**config.mk**
```make
export PLATFORM = sky130hd
export DESIGN_NAME = conv_out_collector
export DESIGN_NICKNAME = d
export VERILOG_FILES = /design/src/rtl/conv_pkg.sv /design/src/rtl/conv_out_fifo.sv /design/src/rtl/conv_out_collector.sv
export SDC_FILE = /design/constraint.sdc
export NUM_CORES = 1
export LEC_CHECK = 0
export CAP_MARGIN = 5
export CORE_ASPECT_RATIO = 2
export CORE_MARGIN = 8
export CORE_UTILIZATION = 45
export CTS_BUF_LIST = sky130_fd_sc_hd__clkbuf_16
export DETAILED_ROUTE_END_ITERATION = 12
export DONT_BUFFER_PORTS = 1
export PLACE_DENSITY = 0.66
export SETUP_SLACK_MARGIN = 0.2
export SLEW_MARGIN = 20
export SYNTH_ARGS = -nofsm -noshare
export SYNTH_HDL_FRONTEND = slang
export SYNTH_SLANG_ARGS = --single-unit
```
**constraint.sdc**
```tcl
create_clock -name i_clk -period 8.2 [get_ports i_clk]
set_input_delay 1.23 -clock i_clk [delete_from_list [all_inputs] [get_ports i_clk]]
set_output_delay 1.23 -clock i_clk [all_outputs]
set_load 0.02 [all_outputs]
```
**src/rtl/conv_pkg.sv**
```systemverilog
// Shared definitions for the convolution datapath: accumulator width, ceil-log2 and saturation.
// Used by the DSP-cascade PE, the feature-map streamer and the output collector.
package conv_pkg;

  localparam int unsigned PE_P_W = 48;

  // One guard bit above the PE sum so rounding can never wrap.
  typedef logic signed [PE_P_W:0] acc_t;

  function automatic int unsigned clog2(input int unsigned n);
    int unsigned r;
    r = 0;
    while ((64'd1 << r) < 64'(n)) r++;
    return r;
  endfunction

  // Clamp to the signed range of an out_w-bit number; result keeps the wide type.
  function automatic acc_t saturate(input acc_t v, input int unsigned out_w);
    acc_t one, max_v, min_v;
    one   = acc_t'(1);
    max_v = (one <<< (out_w - 1)) - one;
    min_v = -max_v - one;
    if (v > max_v) return max_v;
    if (v < min_v) return min_v;
    return v;
  endfunction

endpackage

```
**src/rtl/conv_out_fifo.sv**
```systemverilog
// Synchronous first-word-fall-through FIFO: head entry is visible on rdata_o whenever !empty_o.
// A push while full is accepted only if a pop happens in the same cycle.
module conv_out_fifo
  import conv_pkg::*;
#(
  parameter int unsigned Width = 17,
  parameter int unsigned Depth = 16,
  localparam int unsigned AddrW = clog2(Depth),
  localparam int unsigned CntW  = clog2(Depth + 1)
) (
  input  logic             clk_i,
  input  logic             rst_i,
  input  logic             push_i,
  input  logic [Width-1:0] wdata_i,
  input  logic             pop_i,
  output logic [Width-1:0] rdata_o,
  output logic             full_o,
  output logic             empty_o,
  output logic [CntW-1:0]  count_o
);

  logic [Width-1:0] mem_q [Depth];
  logic [AddrW-1:0] wr_ptr_q, rd_ptr_q;
  logic [CntW-1:0]  count_q;
  logic             do_push, do_pop;

  always_comb begin
    full_o  = (count_q == CntW'(Depth));
    empty_o = (count_q == '0);
    do_pop  = pop_i && !empty_o;
    do_push = push_i && (!full_o || do_pop);
    rdata_o = mem_q[rd_ptr_q];
    count_o = count_q;
  end

  always_ff @(posedge clk_i) begin
    if (rst_i) begin
      wr_ptr_q <= '0;
      rd_ptr_q <= '0;
      count_q  <= '0;
    end else begin
      if (do_push) wr_ptr_q <= wr_ptr_q + 1'b1;
      if (do_pop)  rd_ptr_q <= rd_ptr_q + 1'b1;
      count_q <= count_q + CntW'(do_push) - CntW'(do_pop);
    end
  end

  always_ff @(posedge clk_i) begin
    if (do_push) mem_q[wr_ptr_q] <= wdata_i;
  end

endmodule

```
**src/rtl/conv_out_collector.sv**
```systemverilog
// Collects the free-running PE sum stream, keeps only valid strided windows, requantizes and
// queues them for the OFM writer. Define CONV_COLLECT_RELU_EN to fuse a ReLU after saturation.
module conv_out_collector
  import conv_pkg::*;
#(
  parameter int unsigned KERNEL_SIZE = 2,
  parameter int unsigned IMG_W       = 8,
  parameter int unsigned IMG_H       = 8,
  parameter int unsigned STRIDE      = 1,
  parameter int unsigned PE_LAT      = 3,
  parameter int unsigned SHIFT       = 8,
  parameter int unsigned OUT_W       = 16,
  parameter int unsigned FIFO_DEPTH  = 16
) (
  input  logic                     i_clk,
  input  logic                     i_rst,
  input  logic                     i_pix_valid,
  input  logic signed [PE_P_W-1:0] i_P,
  output logic [OUT_W-1:0]         o_data,
  output logic                     o_valid,
  input  logic                     i_ready,
  output logic                     o_last,
  output logic                     o_frame_done,
  output logic                     o_overflow,
  output logic                     o_almost_full
);

  localparam int unsigned ColW    = clog2(IMG_W + 1);
  localparam int unsigned RowW    = clog2(IMG_H + 1);
  localparam int unsigned PhW     = clog2(STRIDE + 1);
  localparam int unsigned CntW    = clog2(FIFO_DEPTH + 1);
  localparam int unsigned LastCol = IMG_W - 1 - ((IMG_W - KERNEL_SIZE) % STRIDE);
  localparam int unsigned LastRow = IMG_H - 1 - ((IMG_H - KERNEL_SIZE) % STRIDE);
  localparam acc_t        Round   = (acc_t'(1) <<< SHIFT) >> 1;

  logic [ColW-1:0]   col_q, col_d;
  logic [RowW-1:0]   row_q, row_d;
  logic [PhW-1:0]    cph_q, cph_d, rph_q, rph_d;
  logic              keep, last;
  logic [PE_LAT-1:0] keep_dly_q, last_dly_q;

  acc_t              rounded, shifted;
  logic [OUT_W-1:0]  rq_data;
  logic [OUT_W-1:0]  rq_data_q, hold_q;
  logic              rq_push_q, rq_last_q;
  logic              overflow_q, frame_done_q;

  logic [OUT_W:0]    fifo_rdata;
  logic              fifo_full, fifo_empty, pop;
  logic [CntW-1:0]   fifo_count;

  // Phase counters track (pos-(K-1)) % STRIDE; they sit at 0 up to and including pos K-1.
  always_comb begin
    col_d = col_q;
    row_d = row_q;
    cph_d = cph_q;
    rph_d = rph_q;
    if (i_pix_valid) begin
      if (col_q == ColW'(IMG_W - 1)) begin
        col_d = '0;
        cph_d = '0;
        row_d = (row_q == RowW'(IMG_H - 1)) ? '0 : row_q + 1'b1;
        if (row_d <= RowW'(KERNEL_SIZE - 1)) rph_d = '0;
        else rph_d = (rph_q == PhW'(STRIDE - 1)) ? '0 : rph_q + 1'b1;
      end else begin
        col_d = col_q + 1'b1;
        if (col_d <= ColW'(KERNEL_SIZE - 1)) cph_d = '0;
        else cph_d = (cph_q == PhW'(STRIDE - 1)) ? '0 : cph_q + 1'b1;
      end
    end
  end

  always_comb begin
    keep = i_pix_valid && (col_q >= ColW'(KERNEL_SIZE - 1)) && (row_q >= RowW'(KERNEL_SIZE - 1))
           && (cph_q == '0) && (rph_q == '0);
    last = keep && (col_q == ColW'(LastCol)) && (row_q == RowW'(LastRow));
  end

  // Round half up, arithmetic shift, clamp to OUT_W signed.
  always_comb begin
    rounded = acc_t'(i_P) + Round;
    shifted = rounded >>> SHIFT;
    rq_data = OUT_W'(saturate(shifted, OUT_W));
`ifdef CONV_COLLECT_RELU_EN
    if (rq_data[OUT_W-1]) rq_data = '0;
`endif
  end

  always_ff @(posedge i_clk) begin
    if (i_rst) begin
      col_q        <= '0;
      row_q        <= '0;
      cph_q        <= '0;
      rph_q        <= '0;
      keep_dly_q   <= '0;
      last_dly_q   <= '0;
      rq_push_q    <= 1'b0;
      rq_last_q    <= 1'b0;
      rq_data_q    <= '0;
      hold_q       <= '0;
      overflow_q   <= 1'b0;
      frame_done_q <= 1'b0;
    end else begin
      col_q <= col_d;
      row_q <= row_d;
      cph_q <= cph_d;
      rph_q <= rph_d;
      keep_dly_q[0] <= keep;
      last_dly_q[0] <= last;
      for (int i = 1; i < PE_LAT; i++) begin
        keep_dly_q[i] <= keep_dly_q[i-1];
        last_dly_q[i] <= last_dly_q[i-1];
      end
      rq_push_q <= keep_dly_q[PE_LAT-1];
      rq_last_q <= last_dly_q[PE_LAT-1];
      rq_data_q <= rq_data;
      if (pop) hold_q <= fifo_rdata[OUT_W-1:0];
      if (rq_push_q && fifo_full && !pop) overflow_q <= 1'b1;
      frame_done_q <= pop && fifo_rdata[OUT_W];
    end
  end

  conv_out_fifo #(
    .Width (OUT_W + 1),
    .Depth (FIFO_DEPTH)
  ) u_fifo (
    .clk_i   (i_clk),
    .rst_i   (i_rst),
    .push_i  (rq_push_q),
    .wdata_i ({rq_last_q, rq_data_q}),
    .pop_i   (pop),
    .rdata_o (fifo_rdata),
    .full_o  (fifo_full),
    .empty_o (fifo_empty),
    .count_o (fifo_count)
  );

  always_comb begin
    o_valid       = !fifo_empty;
    pop           = o_valid && i_ready;
    o_data        = fifo_empty ? hold_q : fifo_rdata[OUT_W-1:0];
    o_last        = !fifo_empty && fifo_rdata[OUT_W];
    o_frame_done  = frame_done_q;
    o_overflow    = overflow_q;
    o_almost_full = (fifo_count >= CntW'(FIFO_DEPTH - 2));
  end

endmodule

```
# [Word-level counts from Yosys, hierarchy flattened]
# Memories as Yosys holds them, arrays and structs flattened. A register that Yosys moved wholly into a read port is not among the register bits.
# Cells that the tools add are included.
[classes] bitwise=2 addsub=9 n_eq_ne=3 muxes=19 reduce_logical=19 n_div=0 shifts=0 multipliers=0 magnitude_cmp=7
[op_table] op="16-bit two-way mux" count=5
[op_table] op="48-bit by 9-bit adder with 49-bit output, second input constant" count=1
[op_table] op="41-bit by 16-bit > comparator with 1-bit output, second input constant" count=1
[op_table] op="41-bit by 16-bit < comparator with 1-bit output, second input constant" count=1
[op_table] op="4-bit by 1-bit adder with 4-bit output, second input constant" count=4
[op_table] op="4-bit two-way mux" count=4
[op_table] op="1-bit logical AND" count=13
[op_table] op="1-bit two-way mux" count=10
[op_table] op="4-bit by 3-bit == test with 1-bit output, second input constant" count=2
[op_table] op="4-bit by 1-bit >= comparator with 1-bit output, second input constant" count=2
[op_table] op="4-bit by 1-bit <= comparator with 1-bit output, second input constant" count=2
[op_table] op="5-bit by 1-bit adder with 5-bit output" count=1
[op_table] op="5-bit == test, second input constant" count=1
[op_table] op="5-bit by 4-bit >= comparator with 1-bit output, second input constant" count=1
[op_table] op="5-bit logical NOT" count=1
[op_table] op="5-bit by 1-bit subtractor with 5-bit output" count=1
[op_table] op="1-bit logical NOT" count=3
[op_table] op="1-bit adder, second input constant" count=2
[op_table] op="1-bit NOT" count=2
[op_table] op="2-bit AND reduction" count=1
[op_table] op="1-bit logical OR" count=1
[totals] output_inout_bits=21 in_bits=52 ramBits=272 wordCells=75 latch_bits=0 mem_count=1 mem_bits_ro=0 reg_bits=65
[mem_list] memory="u_fifo.mem_q" words=16 word_bits=17 read_ports=1 rd_ports_with_merged_regs=1 wr=1 line="conv_out_fifo.sv:22" source="logic [Width-1:0] mem_q [Depth];"

# [Logic depth before layout (Yosys ltp)]
[logic_depth] word_depth=8 ltp_mapped=17 depth_no_buf=16

# [By module]
# From an unflattened synthesis, not the netlist that was laid out.
[unflattened] cells_unflattened=915 area_unflattened_um2=14288.7
[modules_own_cells] mod="conv_out_fifo" cells_each=526 area_per_inst_um2=11155.7 seq_area_each_um2=8508.2 instances=1
[modules_own_cells] mod="conv_out_collector" cells_each=389 area_per_inst_um2=3133.0 seq_area_each_um2=1001.0 instances=1

# [Least setup slack after synthesis]
# Ideal clock, no wire load.
[synth_path] path_type="register to output" startpoint="register (tool-made name)" endpoint="output port o_data[10]" slack_ns=4.335 required_ns=6.970 arrival_time_ns=2.635 n_path_buf=3 path_stages_with_launch=7 cell_sequence="dfxtp_1 > clkbuf_1 > buf_2 > buf_1 > mux4_2 > mux4_2 > mux2_2"
[synth_rtl] item="to (decl)" line="conv_out_collector.sv:19" source="output logic [OUT_W-1:0] o_data,"

==> impl_metrics.toml <==
[status]
status = "finished, final reports clean"

[detailed_routing]
routed_wl_um = 29000
route.detailed.drc = 0
firstDrtPassIters = 4
viasPerCell = 5.63
antenna_left = 0
drt_iter0_drc = 449
vias = 7440
routedWlPerCell_um = 21.9

[die]
die_height_um = 267
dieWidth_um = 141
rows = 92
design.die.area_sq_mm = 0.0377
initial_core_util_pct = 45.2
ioPinCount = 73
coreArea_sq_mm = 0.0313

[clocking]
cts_tree = "done"
cts_max_path_buffers = 3
cts_resized = 0
cts_inserted_buffers = 30
numClockSinks = 339
h-tree-depth = 1
cts-root-buf = "clkbuf_16"
clk_pin_slew_ns = 0.06
ctsHoldBuffers = 0
insertion_delay_ns = 0.58
post_cts.repair.setup_buffers = 0

[synth]
syn_area_per_cell_sq_um = 16.3
synth_seq_area_share_pct = 67.1
synthTopCellsByArea = "edfxtp_1, mux4_2, dfxtp_1"
synth_top_area_cell = "edfxtp_1"
syn-cell-area_sq_mm = 0.0142
yosys_warnings = 0
syn_inst = 868
synth_cell_types = 63
synth_top_area_share_pct = 57.7
synth.most_common_cell = "edfxtp_1"
synthArstFlopShare_pct = 0
synth_commonest_cells = "edfxtp_1, mux4_2, dfxtp_1, nand2_1, nor2_1"
yosys_register_bits = 339
synth-main-ff-cell = "edfxtp_1"
synth_edf_count = 272
synth_nets = 942

[sta]
worst_slew_pin_slew_ns = 1.03
setup-violations-final = 0
rsz0062_at_grt = "false"
period_needed_ns = 4.88
finalSetupTns_ns = 0
period_share_pct = 59.5
hold_viol = 0
max_freq_ghz = 0.205
fin_skew_ns = 0.0255
slew_violations = 0
relSlewSlack_pct = 31.5

[layout]
n_antenna_cell = 0
syn_to_final_growth_pct = 10.8
drive_gt1_share_pct = 20.4
fin_nets = 949
final_cells = 1322

[setup_path]
end_kind = "primary output"
required_ns = 6.97
crit_arrival_ns = 3.65
path_cells = "buf_4 > mux4_2 > mux4_2 > mux2_2"
slowest_stage = "dfxtp_4"
crit_path_max_fanout = 38
crit_type = "reg -> out"
slowest_delay_ns = 0.80
path_common_cell = "mux4_2"
worst_setup_path_start_kind = "register"

[power]
p_leak_nw = 5.18
power_mw = 4.24
sw_frac_of_total_pct = 26.2
p_int_mw = 3.13
pwr-share-comb_pct = 18.8
p_per_area_mw_per_mm2 = 270
ir_drop_v = 0.000203
p_seq_share_pct = 47.4
p_switching_mw = 1.11
p_clk_share_pct = 33.9

[global_route]
overflow = 0
grt_max_degree = 69
grt_pass1_vias = 7610
grt_pass1_wl_um = 44500
antenna_found_initial = 0
grt_usage_pct = 15.5

[hold_path]
worstHoldPathType = "reg -> reg"

[placement]
globalplace.congestion = 0.842
port_buffers = 0
dpl.cell_count = 1266
dp_hpwl_um = 17500

[flow_run]
cap_viol_max_count = 0
## cells by family after synthesis
family	count (synthesis)	share of synthesized area, %
buffers and inverters	66	2.02
XOR/XNOR	34	2.10
AND/OR/NAND/NOR	226	8.37
AO/OA/AOI/OAI	78	3.44
adder cells (fa/ha/maj)	22	2.00
multiplexers	103	14.9
flip-flops	339	67.1
## path summary, 6_finish.rpt
path,start,to,slack [ns],cells after the start
worst max register to register,u_fifo.count_o[2],u_fifo.count_o[4],3.85,16
worst min register to register,last_dly_q[1],last_dly_q[2],0.44,1
worst min-delay path,last_dly_q[1],last_dly_q[2],0.44,1
worst max-delay path,register,o_data[10],3.32,4
## power groups by stage
stage	Clock [mW]	Combinational (mW)	Sequential, mW
after floorplan	0	0.720	1.98
after global placement	0	0.798	2.04
after detailed placement	0	0.810	2.05
after CTS	1.46	0.815	2.01
after global routing	1.53	0.876	2.02
final	1.44	0.796	2.01
## stage by stage
stage	setup WS (ns)	hold WS [ns]	util [%]	instance area [sq um]
2_1_floorplan	4.34	0.414	-	14200
3_3_place_gp	3.76	0.425	46.8	14700
3_5_place_dp	3.70	0.428	46.8	14700
4_1_cts	3.19	0.445	50.1	15700
5_1_grt	3.07	0.450	50.1	15700
6_report	3.32	0.438	50.1	15700
## cells in the final DEF, fill, tap and decap left out, types with 5 or more instances in the layout
cell type,n
nor3_1,9
nor2_1,39
a21oi_1,32
and3_1,9
mux2_2,16
bufinv_16,5
inv_1,29
dfxtp_1,63
nand2_1,63
nor3_2,5
buf_4,18
nor4_1,9
clkinv_1,8
nor2b_1,11
xnor2_1,20
ha_1,21
or3_1,5
nand3_1,21
clkbuf_16,30
nor2_2,5
and4_1,7
o21ai_1,7
o21ai_0,10
edfxtp_1,272
xor2_1,14
nand4_1,17
mux4_2,85
## flip-flops by register name, indices dropped and copies added (netlist names), named ones only
name and count:
last_dly_q 3, row_q 4, u_fifo.rd_ptr_q 4, col_q 4, rq_last_q 1, hold_q 16, o_frame_done 1, u_fifo.count_o 5
o_overflow 1, rq_push_q 1, rq_data_q 16, u_fifo.mem_q 272, keep_dly_q 3, u_fifo.wr_ptr_q 4
## metal layers
metal	vias to the layer above	global-route usage, %	routed length, um
met4	0	4.26	577
met3	39	2.38	1610
li1	3407	-	-
met1	3761	18.9	11400
met5	-	0	0
met2	233	27.9	15300
## critical path, delay by kind of cell (launching register included)
family / cells / cell delay [ns]
buffers and inverters: 1 / 0.73
flip-flops: 1 / 0.80
multiplexers: 3 / 1.53
## cell type report
| type | instances | area [sq um] |
|---|---|---|
| Clock inverter | 26 | 277 |
| Inverter | 23 | 86.3 |
| Fill cell | 2608 | 15600 |
| Clock buffer | 30 | 751 |
| Sequential cell | 339 | 9520 |
| Multi-Input combinational cell | 463 | 4400 |
| Timing Repair Buffer | 18 | 135 |
| Tap cell | 423 | 529 |
(Power assumes the default switching activity.)
